`src/rtl/mem_req_arbiter_pkg.sv`:
```
// mem_req_arbiter shared types: requester IDs, grant FSM states, sizes.
// No ports; imported by mem_req_arbiter and arb_id_fifo.
package mem_req_arbiter_pkg;

  localparam logic ARB_ID_INST = 1'b0;
  localparam logic ARB_ID_DATA = 1'b1;

  typedef enum logic [1:0] {
    ARB_IDLE   = 2'd0,
    ARB_LOCK_I = 2'd1,
    ARB_LOCK_D = 2'd2
  } arb_state_e;

  localparam logic [1:0] ARB_SIZE_BYTE = 2'd0;
  localparam logic [1:0] ARB_SIZE_HALF = 2'd1;
  localparam logic [1:0] ARB_SIZE_WORD = 2'd2;

  // Data wins when it requests and either inst is idle or data has priority.
  function automatic logic arb_pick_data(
    input logic inst_req,
    input logic data_req,
    input logic prefer_data
  );
    return data_req & (~inst_req | prefer_data);
  endfunction

endpackage

```
`src/rtl/mem_req_arbiter_id_fifo.sv`:
```
// arb_id_fifo: in-order 1-bit requester-ID FIFO for outstanding transactions.
// Ports: clk, resetn (sync, active-low), push_i/id_i, pop_i, full_o, empty_o, head_o.
module arb_id_fifo
  import mem_req_arbiter_pkg::*;
#(
  parameter int DEPTH = 4,
  parameter int CNT_W = 3
) (
  input  logic clk,
  input  logic resetn,
  input  logic push_i,
  input  logic id_i,
  input  logic pop_i,
  output logic full_o,
  output logic empty_o,
  output logic head_o
);

  localparam int PTR_W = (DEPTH > 1) ? $clog2(DEPTH) : 1;

  logic [DEPTH-1:0] mem_q;
  logic [PTR_W-1:0] wptr_q;
  logic [PTR_W-1:0] rptr_q;
  logic [CNT_W-1:0] cnt_q;
  logic             do_push;
  logic             do_pop;

  assign full_o  = (cnt_q == CNT_W'(DEPTH));
  assign empty_o = (cnt_q == '0);
  assign head_o  = mem_q[rptr_q];

  assign do_push = push_i & ~full_o;
  assign do_pop  = pop_i & ~empty_o;

  always_ff @(posedge clk) begin
    if (do_push) begin
      mem_q[wptr_q] <= id_i;
    end
  end

  // DEPTH is a power of two, so pointer overflow wraps naturally.
  always_ff @(posedge clk) begin
    if (!resetn) begin
      wptr_q <= '0;
      rptr_q <= '0;
      cnt_q  <= '0;
    end else begin
      if (do_push) begin
        wptr_q <= wptr_q + PTR_W'(1);
      end
      if (do_pop) begin
        rptr_q <= rptr_q + PTR_W'(1);
      end
      unique case ({do_push, do_pop})
        2'b10:   cnt_q <= cnt_q + CNT_W'(1);
        2'b01:   cnt_q <= cnt_q - CNT_W'(1);
        default: cnt_q <= cnt_q;
      endcase
    end
  end

endmodule

```
`src/rtl/mem_req_arbiter.sv`:
```
// mem_req_arbiter: shares one SRAM-like port between inst fetch and data.
// Ports: inst_* / data_* upstream requesters, req..wdata/addr_ok/data_ok/rdata
// downstream. Optional macro ARB_RR_EN selects round-robin instead of data-first.
module mem_req_arbiter
  import mem_req_arbiter_pkg::*;
#(
  parameter int OUTST_DEPTH = 4,
  parameter int CNT_W       = 3
) (
  input  logic        clk,
  input  logic        resetn,
  input  logic        inst_req,
  input  logic        inst_wr,
  input  logic [1:0]  inst_size,
  input  logic [3:0]  inst_wstrb,
  input  logic [31:0] inst_addr,
  input  logic [31:0] inst_wdata,
  output logic        inst_addr_ok,
  output logic        inst_data_ok,
  output logic [31:0] inst_rdata,
  input  logic        data_req,
  input  logic        data_wr,
  input  logic [1:0]  data_size,
  input  logic [3:0]  data_wstrb,
  input  logic [31:0] data_addr,
  input  logic [31:0] data_wdata,
  output logic        data_addr_ok,
  output logic        data_data_ok,
  output logic [31:0] data_rdata,
  output logic        req,
  output logic        wr,
  output logic [1:0]  size,
  output logic [3:0]  wstrb,
  output logic [31:0] addr,
  output logic [31:0] wdata,
  input  logic        addr_ok,
  input  logic        data_ok,
  input  logic [31:0] rdata
);

  arb_state_e state_q;
  logic       en_q;
  logic       en;
  logic       fifo_full;
  logic       fifo_empty;
  logic       fifo_head;
  logic       prefer_data;
  logic       pick_data;
  logic       gnt_vld;
  logic       gnt_id;
  logic       push;
  logic       pop;

  // Outputs stay quiet during reset and the first cycle after release.
  always_ff @(posedge clk) begin
    if (!resetn) en_q <= 1'b0;
    else         en_q <= 1'b1;
  end

  assign en = resetn & en_q;

`ifdef ARB_RR_EN
  logic last_q;

  always_ff @(posedge clk) begin
    if (!resetn)   last_q <= ARB_ID_DATA;
    else if (push) last_q <= gnt_id;
  end

  assign prefer_data = (last_q == ARB_ID_INST);
`else
  assign prefer_data = 1'b1;
`endif

  assign pick_data = arb_pick_data(inst_req, data_req, prefer_data);

  always_comb begin
    gnt_vld = 1'b0;
    gnt_id  = ARB_ID_INST;
    unique case (state_q)
      ARB_IDLE: begin
        if (!fifo_full && (inst_req || data_req)) begin
          gnt_vld = 1'b1;
          gnt_id  = pick_data ? ARB_ID_DATA : ARB_ID_INST;
        end
      end
      ARB_LOCK_I: begin
        gnt_vld = inst_req;
        gnt_id  = ARB_ID_INST;
      end
      ARB_LOCK_D: begin
        gnt_vld = data_req;
        gnt_id  = ARB_ID_DATA;
      end
      default: begin
        gnt_vld = 1'b0;
        gnt_id  = ARB_ID_INST;
      end
    endcase
  end

  assign req  = en & gnt_vld;
  assign push = req & addr_ok;
  assign pop  = en & data_ok & ~fifo_empty;

  assign inst_addr_ok = push & (gnt_id == ARB_ID_INST);
  assign data_addr_ok = push & (gnt_id == ARB_ID_DATA);

  always_comb begin
    wr    = 1'b0;
    wstrb = 4'h0;
    size  = inst_size;
    addr  = inst_addr;
    wdata = inst_wdata;
    if (req) begin
      if (gnt_id == ARB_ID_DATA) begin
        wr    = data_wr;
        wstrb = data_wstrb;
        size  = data_size;
        addr  = data_addr;
        wdata = data_wdata;
      end else begin
        wr    = inst_wr;
        wstrb = inst_wstrb;
      end
    end
  end

  // A handshake that stalls in IDLE pins the grant until addr_ok.
  always_ff @(posedge clk) begin
    if (!resetn) begin
      state_q <= ARB_IDLE;
    end else begin
      unique case (state_q)
        ARB_IDLE: begin
          if (req && !addr_ok) begin
            state_q <= (gnt_id == ARB_ID_DATA) ? ARB_LOCK_D : ARB_LOCK_I;
          end
        end
        ARB_LOCK_I, ARB_LOCK_D: begin
          if (push) state_q <= ARB_IDLE;
        end
        default: state_q <= ARB_IDLE;
      endcase
    end
  end

  assign inst_data_ok = pop & (fifo_head == ARB_ID_INST);
  assign data_data_ok = pop & (fifo_head == ARB_ID_DATA);
  assign inst_rdata   = rdata;
  assign data_rdata   = rdata;

  arb_id_fifo #(
    .DEPTH(OUTST_DEPTH),
    .CNT_W(CNT_W)
  ) u_fifo (
    .clk    (clk),
    .resetn (resetn),
    .push_i (push),
    .id_i   (gnt_id),
    .pop_i  (pop),
    .full_o (fifo_full),
    .empty_o(fifo_empty),
    .head_o (fifo_head)
  );

endmodule

```
`config.mk`:
```
export PLATFORM = sky130hd
export DESIGN_NAME = mem_req_arbiter
export DESIGN_NICKNAME = d
export VERILOG_FILES = /design/src/rtl/mem_req_arbiter_pkg.sv /design/src/rtl/mem_req_arbiter_id_fifo.sv /design/src/rtl/mem_req_arbiter.sv
export SDC_FILE = /design/constraint.sdc
export NUM_CORES = 1
export LEC_CHECK = 0
export CORE_AREA = 2 2 123 125
export DETAILED_ROUTE_END_ITERATION = 10
export DIE_AREA = 0 0 125 127
export SLEW_MARGIN = 20
export SYNTH_ARGS = -nofsm -noshare
export SYNTH_HDL_FRONTEND = slang
export SYNTH_SLANG_ARGS = --single-unit
export TNS_END_PERCENT = 30
```
`constraint.sdc`:
```
create_clock -name clk -period 2.2 [get_ports clk]
set_input_delay 0.44 -clock clk [delete_from_list [all_inputs] [get_ports clk]]
set_output_delay 0.44 -clock clk [all_outputs]
set_load 0.01 [all_outputs]
```
==> qor.csv <==
metric,value,unit
Worst slew margin,79.7,%
ANT nets after route,0,
crit-path max FO,7,
Final Total Pwr,1.58,mW
Placement Cell Area,4470,um^2
top-area cell type share of the netlist area,23.5,%
WP data arrival,2.03,ns
Layout Nets,629,
WHS,0.572,ns
detailed placement HPWL,8.80,mm
Worst Hold End,u_fifo.wptr_q[1],
RSZ-0062 raised after global routing,true,
Reg power frac,17.7,%
Fmax achieved,0.406,GHz
pin count of the biggest net entering global routing,18,
synth top area cells,"mux2_2 24%, buf_4 21%, mux2_4 12%",
Hold Crit Start,u_fifo.wptr_q[1],
GRT Residual Overflow,0,
Comb pwr share,60.3,%
Finish-stage setup viols,69,
"area leader, netlist",mux2_2,
Sw Share,26.5,%
"top cells by count, synth","65 x buf_4, 48 x mux2_2, 18 x mux2_4",
Mapped Area,2300,um^2
Final WS setup,-0.265,ns
number of port buffers,223,
status,finished with violations,
Routed WL,11.3,mm
die width,125,um
Worst Hold Class,register to register,
P&R area growth vs syn,126,%
"Cell Count, Final, Fillers Out",622,
I/O pin count,320,
Pins Over Slew Limit,0,
Num CTS Buffers,3,
Sink Count,14,
max-cap violations,0,
CTS tree,done,
Worst IR Drop VDD,202,uV
top-count cell post-synth,buf_4,
syn_area_per_cell,9.78,um^2
Crit Path Category,register to output port,
Post-synth EDFFs,4,
Leak Pwr,2.40,nW
WHS Path Cells,2,
Core Region,14400,um^2
switching pwr,0.418,mW
drt pass-1 iters,4,
P_int,1.16,mW
GRT Overall Usage,12.8,%
Synth Net Count,425,
slew of the pin with the lowest slew margin,0.301,ns
Die Ht,127,um
final instance area,5180,um^2
htree depth,1,
Gate Count Post-Synth,235,
n_diodes,0,
"FF+latch count, synth",14,
clk buf depth,2,
pwr/cell area,304,nW/um^2
# rows,44,
Root Driver,clkbuf_16,
gp weighted congestion,0.986,
DRT iter0 DRCs,72,
vias per cell,3.99,
Initial Util,15.9,%
Post-synth ARST share,0,%
vias in the first global route,2630,
post-layout minimum cycle time,2.47,ns
Synth Flop Type,dfxtp_1,
dpl ws,-0.782,ns
Clock Skew,0.00109,ns
clock latency on the worst-skew pair,0.24,ns
layout cell share with drive strength beyond 1,50.7,%
die area,15900,um^2
Setup crit end kind,output port,
drt wl/cell,18.2,um
crit start category,register,
reg2reg end,u_fifo.cnt_q[2],
"Seq/Total Area, Yosys",13.9,%
"Hold-fix buffers, CTS",0,
flop2flop setup slack,-0.18,ns
final hold vios,0,
clock power share,22.0,%
failing checks,negative setup slack,
initial antenna violation count,0,
R2R cell count,13,
Ys Warns,0,
# DRC,0,
reg-to-reg startpoint,state_q[0],
Inst Count DP,598,
first-pass GRT wire length,15.7,mm
via count,2480,
Synth cell types,37,
clk slew on worst S/H paths,0.05,ns
critical path required time,1.76,ns
crit share post-route,112,%
==> critical path: stages (launching register included) <==
cell and delay (ns):
dfxtp_4 0.36, inv_4 0.08, ha_4 0.15, nand2_2 0.07, o21bai_4 0.15, nand3_4 0.09
buf_12 0.17, buf_12 0.15, buf_6 0.12, mux2_4 0.31, buf_6 0.13
==> state kept, by name (all words and copies together), names as in the netlist <==
register       cells
state_q            2
u_fifo.mem_q       4
en_q               1
u_fifo.cnt_q       3
u_fifo.wptr_q      2
u_fifo.rptr_q      2
==> timing repair <==
action	4_1_cts	5_1_grt
pin swaps	5	8
endpoints found under the setup margin	79	78
buffers inserted	7	8
resized for setup	430	27
cloned	4	1
==> kinds of logic (layout without fill, tap and decap cells) <==
logic type / after synthesis / count (layout) / synth area share, %
AO/OA/AOI/OAI: 15 / 15 / 5.23
AND/OR/NAND/NOR: 35 / 35 / 8.88
adder cells (fa/ha/maj): 10 / 10 / 5.77
buffers and inverters: 83 / 286 / 25.4
multiplexers: 73 / 73 / 38.9
flip-flops: 14 / 14 / 13.9
XOR/XNOR: 5 / 5 / 1.91
==> placed cells by master (no fill, tap or decap), types with 2 or more instances in the layout <==
cell	n
inv_1	7
mux2_4	66
buf_16	4
o21ai_2	4
buf_12	4
dfxtp_1	6
dlygate4sd2_1	4
buf_4	34
edfxtp_1	4
dfxtp_4	2
buf_2	6
nand3_1	2
nor3_1	3
xor2_1	3
clkdlybuf4s50_1	144
ha_1	4
xnor2_1	2
inv_4	2
mux2i_1	6
and2_1	10
ha_4	4
nand2_2	4
clkbuf_16	4
dfxtp_2	2
buf_6	72
nor2_1	7
==> per-stage QoR <==
step	util, %	setup TNS [ns]
4_1_cts	34.6	-13.03
3_3_place_gp	31.0	-53.61
3_5_place_dp	31.0	-53.64
5_1_grt	35.9	-17.84
6_report	35.9	-12.48
2_1_floorplan	-	-0.0174
==> power by group through the flow <==
stage	Clock (mW)	Sequential, mW	Combinational, mW
floorplan	0	0.283	0.386
detailed placement	0	0.283	0.801
global placement	0	0.283	0.800
CTS	0.356	0.279	0.921
finish	0.347	0.278	0.950
global route	0.369	0.279	1.00
==> layout make-up <==
cell class              instances  area, um^2
flip-flops and latches         14         330
well taps                     184         230
multi-input cells             138        1680
inverters                      10        42.5
repair buffers                272        2820
fillers                      1424        9240
clock buffers                   4        78.8
==> layer usage <==
layer / track usage, % / share of wire [%] / up-vias
met5: 0 / 0 / -
met4: 2.81 / 0.85 / 0
met3: 2.55 / 7.8 / 14
met2: 23.3 / 53 / 163
met1: 15.6 / 38 / 1157
li1: - / - / 1146
==> worst max-delay path by stage <==
stage	startpoint	end	depth (start not counted)
finish	state_q[0]	wdata[7]	10
global route	state_q[0]	wdata[13]	10
CTS	state_q[1]	addr[3]	9
detailed placement	inst_req	wdata[4]	7
global placement	inst_req	wdata[4]	7
floorplan	state_q[0]	u_fifo.cnt_q[2]	10
Note: power is estimated with default switching activity, not from simulation.
